$ cat config.mk
export PLATFORM = sky130hd
export DESIGN_NAME = ps2_host_tx
export DESIGN_NICKNAME = d
export VERILOG_FILES = /design/src/rtl/ps2_host_tx.sv
export SDC_FILE = /design/constraint.sdc
export NUM_CORES = 1
export LEC_CHECK = 0
export ABC_AREA = 1
export BUFFER_PORTS_ARGS = -buffer_cell sky130_fd_sc_hd__buf_4
export CAP_MARGIN = 15
export CORE_MARGIN = 10
export CORE_UTILIZATION = 28
export DETAILED_ROUTE_END_ITERATION = 10
export SLEW_MARGIN = 5
export SYNTH_ARGS = -nofsm -noshare
export SYNTH_HDL_FRONTEND = slang
export SYNTH_SLANG_ARGS = --single-unit
$ cat constraint.sdc
create_clock -name clk -period 2 [get_ports clk]
set_input_delay 0.3 -clock clk [delete_from_list [all_inputs] [get_ports clk]]
set_output_delay 0.3 -clock clk [all_outputs]
set_load 0.005 [all_outputs]
$ cat src/rtl/ps2_host_tx.sv
// PS/2 host-to-device transmitter: inhibits the bus, issues a start bit, shifts one byte plus
// odd parity and stop on device clock falls, then samples the device acknowledge.
module ps2_host_tx #(
  parameter int unsigned INHIBIT_CYCLES = 5000,
  parameter int unsigned START_SETUP    = 50,
  parameter int unsigned TIMEOUT_CYCLES = 750000,
  parameter int unsigned SYNC_STAGES    = 2
) (
  input  logic       clk,
  input  logic       rst,
  input  logic       kclk_in,
  input  logic       kdata_in,
  output logic       kclk_oe,
  output logic       kdata_oe,
  input  logic       tx_start,
  input  logic [7:0] tx_byte,
  output logic       busy,
  output logic       done,
  output logic       ack_err,
  output logic       timeout_err
);

  localparam int unsigned PhMax = (INHIBIT_CYCLES > START_SETUP) ? INHIBIT_CYCLES : START_SETUP;
  localparam int unsigned PhW   = (PhMax > 1) ? $clog2(PhMax) : 1;
  localparam int unsigned WdW   = (TIMEOUT_CYCLES > 1) ? $clog2(TIMEOUT_CYCLES) : 1;

  localparam logic [PhW-1:0] InhLast   = PhW'(INHIBIT_CYCLES - 1);
  localparam logic [PhW-1:0] SetupLast = PhW'(START_SETUP - 1);
  localparam logic [WdW-1:0] WdLast    = WdW'(TIMEOUT_CYCLES - 1);

  typedef enum logic [2:0] {
    StIdle,
    StInhibit,
    StStart,
    StSend,
    StAck,
    StWaitIdle
  } state_e;

  state_e state_q, state_d;

  logic [SYNC_STAGES-1:0] kclk_sync, kdata_sync;
  logic                   kclk_s, kdata_s, kclk_prev, fall;

  logic [PhW-1:0] ph_q, ph_d;
  logic [WdW-1:0] wd_q, wd_d;
  logic [3:0]     bitcnt_q, bitcnt_d;
  logic [7:0]     shreg_q, shreg_d;
  logic           parity_q, parity_d;
  logic           ack_nxt_q, ack_nxt_d;
  logic           kclk_oe_d, kdata_oe_d, busy_d, done_d, ack_err_d, timeout_err_d;

  // Idle bus lines are high, so the synchronizers reset to 1 to avoid a false fall.
  always_ff @(posedge clk or posedge rst) begin
    if (rst) begin
      kclk_sync  <= '1;
      kdata_sync <= '1;
      kclk_prev  <= 1'b1;
    end else begin
      kclk_sync[0]  <= kclk_in;
      kdata_sync[0] <= kdata_in;
      for (int i = 1; i < SYNC_STAGES; i++) begin
        kclk_sync[i]  <= kclk_sync[i-1];
        kdata_sync[i] <= kdata_sync[i-1];
      end
      kclk_prev <= kclk_s;
    end
  end

  assign kclk_s  = kclk_sync[SYNC_STAGES-1];
  assign kdata_s = kdata_sync[SYNC_STAGES-1];
  assign fall    = kclk_prev & ~kclk_s;

  always_comb begin
    state_d       = state_q;
    ph_d          = ph_q;
    wd_d          = wd_q;
    bitcnt_d      = bitcnt_q;
    shreg_d       = shreg_q;
    parity_d      = parity_q;
    ack_nxt_d     = ack_nxt_q;
    kclk_oe_d     = kclk_oe_q_w();
    kdata_oe_d    = kdata_oe;
    done_d        = 1'b0;
    ack_err_d     = 1'b0;
    timeout_err_d = 1'b0;

    case (state_q)
      StIdle: begin
        kclk_oe_d  = 1'b0;
        kdata_oe_d = 1'b0;
        if (tx_start) begin
          shreg_d   = tx_byte;
          parity_d  = ~^tx_byte;
          bitcnt_d  = '0;
          ph_d      = '0;
          kclk_oe_d = 1'b1;
          state_d   = StInhibit;
        end
      end
      StInhibit: begin
        if (ph_q == InhLast) begin
          ph_d       = '0;
          kdata_oe_d = 1'b1;
          state_d    = StStart;
        end else begin
          ph_d = ph_q + 1'b1;
        end
      end
      StStart: begin
        if (ph_q == SetupLast) begin
          ph_d      = '0;
          kclk_oe_d = 1'b0;
          wd_d      = '0;
          state_d   = StSend;
        end else begin
          ph_d = ph_q + 1'b1;
        end
      end
      StSend, StAck, StWaitIdle: begin
        // Watchdog wins over any bus event seen in the same cycle.
        if (wd_q == WdLast) begin
          kclk_oe_d     = 1'b0;
          kdata_oe_d    = 1'b0;
          done_d        = 1'b1;
          timeout_err_d = 1'b1;
          state_d       = StIdle;
        end else begin
          wd_d = wd_q + 1'b1;
          if (state_q == StSend) begin
            if (fall) begin
              bitcnt_d = bitcnt_q + 1'b1;
              if (bitcnt_q < 4'd8) begin
                kdata_oe_d = ~shreg_q[bitcnt_q[2:0]];
              end else if (bitcnt_q == 4'd8) begin
                kdata_oe_d = ~parity_q;
              end else begin
                kdata_oe_d = 1'b0;
                state_d    = StAck;
              end
            end
          end else if (state_q == StAck) begin
            if (fall) begin
              ack_nxt_d = kdata_s;
              state_d   = StWaitIdle;
            end
          end else if (kclk_s && kdata_s) begin
            done_d     = 1'b1;
            ack_err_d  = ack_nxt_q;
            kdata_oe_d = 1'b0;
            state_d    = StIdle;
          end
        end
      end
      default: state_d = StIdle;
    endcase

    busy_d = (state_d != StIdle);
  end

  function automatic logic kclk_oe_q_w();
    return kclk_oe;
  endfunction

  always_ff @(posedge clk or posedge rst) begin
    if (rst) begin
      state_q     <= StIdle;
      ph_q        <= '0;
      wd_q        <= '0;
      bitcnt_q    <= '0;
      shreg_q     <= '0;
      parity_q    <= 1'b0;
      ack_nxt_q   <= 1'b0;
      kclk_oe     <= 1'b0;
      kdata_oe    <= 1'b0;
      busy        <= 1'b0;
      done        <= 1'b0;
      ack_err     <= 1'b0;
      timeout_err <= 1'b0;
    end else begin
      state_q     <= state_d;
      ph_q        <= ph_d;
      wd_q        <= wd_d;
      bitcnt_q    <= bitcnt_d;
      shreg_q     <= shreg_d;
      parity_q    <= parity_d;
      ack_nxt_q   <= ack_nxt_d;
      kclk_oe     <= kclk_oe_d;
      kdata_oe    <= kdata_oe_d;
      busy        <= busy_d;
      done        <= done_d;
      ack_err     <= ack_err_d;
      timeout_err <= timeout_err_d;
    end
  end

endmodule

* Word-level counts from Yosys, hierarchy flattened
Index checks and enable logic that the tools add are counted.
Storage, ports and cells: bits in registers 61, input bits 13, logic and storage cells 114
Operators by class: $add $sub $neg 3, order comparisons 2, equal/unequal tests 19, muxes and demuxes 51, bitwise operators 6, reductions and logical operators 17
Operator list (count):
- 20-bit two-way mux | 2
- 20-bit case mux with 2 select lines | 1
- 13-bit two-way mux | 3
- 13-bit case mux with 3 select lines | 1
- 3-bit two-way mux | 11
- 1-bit two-way mux | 24
- 20-bit by 1-bit adder with 20-bit output, second input constant | 1
- 20-bit == test, second input constant | 1
- 4-bit two-way mux | 4
- 5-bit AND reduction | 3
- 2-bit != test, second input constant | 7
- 13-bit by 1-bit adder with 13-bit output, second input constant | 1
- 13-bit == test, second input constant | 1
- 13-bit by 6-bit == test with 1-bit output, second input constant | 1
- 4-bit != test, second input constant | 3
- 3-bit case mux with 4 select lines | 1
- 3-bit nonzero test | 4
- 4-bit case mux with 2 select lines | 1
- 8-bit XNOR reduction | 1
- 3-bit by 2-bit == test with 1-bit output, second input constant | 2
- 3-bit == test, second input constant | 2
- 1-bit case mux with 3 select lines | 2
- 3-bit AND reduction | 2
- 1-bit inverter | 5
- 12 further kinds | 14

* Logic depth before layout (Yosys ltp)
word-level depth 8, gate-level depth with buffers 11, mapped depth without buffers 11

* Worst setup path after synthesis
No wires, ideal clock.
path type flip-flop to flip-flop, start point register wd_q[0], end point register bitcnt_q[0], setup time 0.124 ns, arrival 1.518 ns, required time 1.876 ns, slack 0.358 ns, cell stages (with the launch flop) 11, buffers on the path 0, cell sequence dfrtp_1 > ha_1 > nand3_1 > inv_1 > nand3_2 > nor2_2 > nor2_4 > nand2_1 > nand2_2 > nand2_1 > o21ai_1
On the way: longest elaborated chain between the ends 3
Ends and longest elaborated chain:
- from (decl) | RTL line 46 | logic [WdW-1:0] wd_q, wd_d;
- from (signal assigned) | RTL line 183 | wd_q <= wd_d;
- 20-bit == test | RTL line 122 | if (wd_q == WdLast) begin
- 2-bit != test (no line)
- 5-bit AND reduction (no line)
- to (signal assigned) | RTL line 184 | bitcnt_q <= bitcnt_d;
- to (decl) | RTL line 47 | logic [3:0] bitcnt_q, bitcnt_d;
No other way between the ends. A chain may end at the register's enable or synchronous reset.

* Final worst setup path
start point register wd_q[0], end point register wd_q[3]
On the way: longest elaborated chain between the ends 3
Ends and longest elaborated chain (RTL line):
- 20-bit by 1-bit adder with 20-bit output / 20-bit == test (equally long branches) | 129, 122
- 20-bit two-way mux / 2-bit != test (equally long branches)
- 20-bit case mux with 2 select lines / 3-bit AND reduction (equally long branches)
Several ways; a longest one is shown, not always the timed one. The select of a mux whose other input is x is not followed.

==> metrics.txt <==
Synth area leaders=dfrtp_1 (39%), nand2_1 (15%), nor2_1 (6.9%), nand3_1 (6.4%), inv_1 (5.4%); Final Setup Violations=0; initial core utilization=28.53%; Vias/cell=approximately 4.6; initial drt markers=approximately 320; Setup Fix Bufs, Post-CTS=0; vias=around 3200; clk root buf=clkbuf_16; Final #Nets=between 500 and 600; Post-synth EDFFs=0; P&R area growth vs syn=21.21%; RR Endpoint=wd_q[3]; Fmax=545.4 MHz; core footprint=~13000 um^2; first-pass GRT wire length=between 10000 and 15000 um; slowest stage delay, CP=roughly 0.42 ns; clock sinks=61; Main synth FF type=dfrtp_1; CP startpoint kind=flip-flop; Synth cell types=33; chip width=133.2 um; Async S/R FF share, synth=100.0%; initial antenna violation count=0; crit-path max FO=11; Max VDD drop=approximately 0.33 mV; # port buffers=18; Slew @ Worst Pin=between 0.4 and 0.5 ns; largest family of logic cells by synthesized area=simple AND/OR/NAND/NOR gates; Final Total Pwr=roughly 3.8 mW; share of cells above drive strength 1=13.45%; clock slew seen by the registers of the worst setup and hold paths=0.06 ns; Ys Warns=0; leakage power=just under 2 nW; RSZ-0062 raised after global routing=yes; fin area=approximately 4300 um^2; XOR/XNOR Fraction of Synth Area=around 4.9%; H-tree depth=3; vias in the first global route=3189; GRT Overall Usage=roughly a tenth; reg2reg setup slack=approximately 0.17 ns; syn avg cell area=just over 7 um^2; critical path's top delay family=simple AND/OR/NAND/NOR gates; Period minus WS final=between 1.5 and 2 ns; DRC errors left=0; Syn Nets=approximately 510; multiplexer share of the synthesized area=0%; TritonCTS clock tree=yes; largest net degree at the start of global routing=62; total grt overflow=0; die area=17730 um^2; worst r2r path cells=9; cell breakdown of the critical path=ha_2 > nand3_1 > inv_1 > nand3_2 > nor3_4 > nor2_4 > buf_12 > nand2_1 > o21ai_1; filler instances=roughly 1300; clk_lat worst skew=around 0.34 ns; Slew Limit Fails=0; hold crit path type=input pin to asynchronous set/reset pin; GP Congestion=0.9294; #FFs+latches synth=a little over 60; arrival time at the worst endpoint=between 2 and 2.5 ns; leading area contributor after synthesis=dfrtp_1; final hold vios=0; area share of the largest cell type after synthesis=~39%; Crit-path slowest cell=dfrtp_1; Worst setup EP type=flip-flop; CTS buffer count=9; clock skew=0.01208 ns; simple-gate share of the synthesized area=between 30 and 40%; CP Buf/Inv Count=2; worst rel slew slack=~68%; compound-cell area share of the yosys netlist=under 10%; Cells after Synth=494; Crit Path Category=flip-flop to flip-flop; part of the cycle the worst path needs=between 90% and 100%; max capacitance violation total=0; worst flop-to-flop path startpoint=wd_q[0]; io pins=19; Pre-Repair DR Iteration Count=4; remaining antenna violation count=0; Commonest cells post-synth=nand2_1 (141), nor2_1 (66), dfrtp_1 (56); status=finished, final reports clean; Final HPWL DP=roughly 6200 um; Chip Height=133.2 um; antenna cell count=0; average wire per standard cell=12.02 um; PwrDens=approximately 900 nW/um^2; dpl cell area=between 3000 and 4000 um^2; sequential cell area fraction in the yosys report=between 40% and 50%; Critical Path RT=between 2 and 2.5 ns; drt total wl=8411 um; adder-cell share of the synthesized area=about 1.7%; Final Hold Slack=~0.034 ns; clk buf depth=2; Rows=slightly above 40; Cell Area, Synth=3586 um^2; top-count cell post-synth=nand2_1
[timing repair]
| item | 4_1_cts | 5_1_grt |
|---|---|---|
| setup endpoints to repair | 0 | 10 |
| hold buffers | 0 | 0 |
| hold endpoints to repair | 0 | 0 |
| resized for setup | 0 | 2 |
[where the power goes]
group	switching (mW)	leakage (nW)	internal, mW
registers	0.133	0.761	1.36
clock network	0.576	0.172	1.29
logic	0.281	1.01	0.181
total	0.990	1.95	2.82
[sequential cells by signal, summed over array words and instances, names as in the netlist]
signal       count
ack_err          1
ack_nxt_q        1
bitcnt_q         4
busy             1
done             1
kclk_oe          1
kclk_prev        1
kclk_sync        2
kdata_oe         1
kdata_sync       2
parity_q         1
ph_q            13
shreg_q          8
state_q          3
timeout_err      1
wd_q            20
[layout make-up]
class / count / area [um^2] / area share, %
multi-input cells: 365 / 1794 / 41.28
flip-flops and latches: 61 / 1533 / 35.26
clock buffers: 11 / 252.7 / 5.815
inverters: 60 / 225.2 / 5.181
repair buffers: 26 / 220.2 / 5.066
well taps: 172 / 215.2 / 4.951
clock inverters: 5 / 106.4 / 2.447
[worst min-delay path: cells and delay by family]
family / cells / cell delay [ns]
buf+inv: 3 / 0.44
[placed cells by master, fill, tap and decap left out, drive strengths merged]
cell type and n:
clkbuf 11, nand3b 1, o21ai 32, ha 5
o211ai 1, or2 1, inv 60, nand3 48
o22ai 4, bufinv 3, xor2 13, buf 26
a21oi 11, nor4 1, xnor2 7, clkinv 1
clkinvlp 1, dfrtp 56, nor3b 3, nor2 71
nand2 142, nand4 7, dfstp 5, nor3 16
o31ai 2
[worst max-delay path by stage]
stage                  from     endpoint  slack (ns)  cells after the start
detailed placement  wd_q[0]  bitcnt_q[2]        0.14                     10
finish              wd_q[0]      wd_q[3]        0.17                      9
CTS                 wd_q[0]  bitcnt_q[2]        0.13                     10
floorplan               rst      ack_err        0.20                      1
global route        ph_q[1]     wd_q[14]       -0.02                      9
global placement    wd_q[0]  bitcnt_q[0]        0.22                     10
[metrics by stage]
stage | TNS [ns] | worst slack [ns] | std cells | utilization, %
floorplan | 0 | 0.1952 | 494 | -
global placement | 0 | 0.2167 | 684 | 31.67
detailed placement | 0 | 0.1435 | 684 | 31.67
CTS | 0 | 0.1256 | 700 | 34.52
global route | -0.02904 | -0.02259 | 700 | 34.58
finish | 0 | 0.1663 | 700 | 34.58
[layer usage]
layer	wire, um	GRT usage (%)
met1	4123	12.58
met2	3807	15.55
met3	358	2.932
met4	121	4.414
met5	0	0
[kinds of logic (layout without fill, tap and decap cells)]
| logic type | after synthesis | after routing |
|---|---|---|
| compound gates | 50 | 50 |
| fa+ha+maj | 5 | 5 |
| xor+xnor | 20 | 20 |
| simple gates | 290 | 290 |
| buf+inv | 68 | 102 |
| flops | 61 | 61 |
Note: power is estimated with default switching activity, not from simulation.
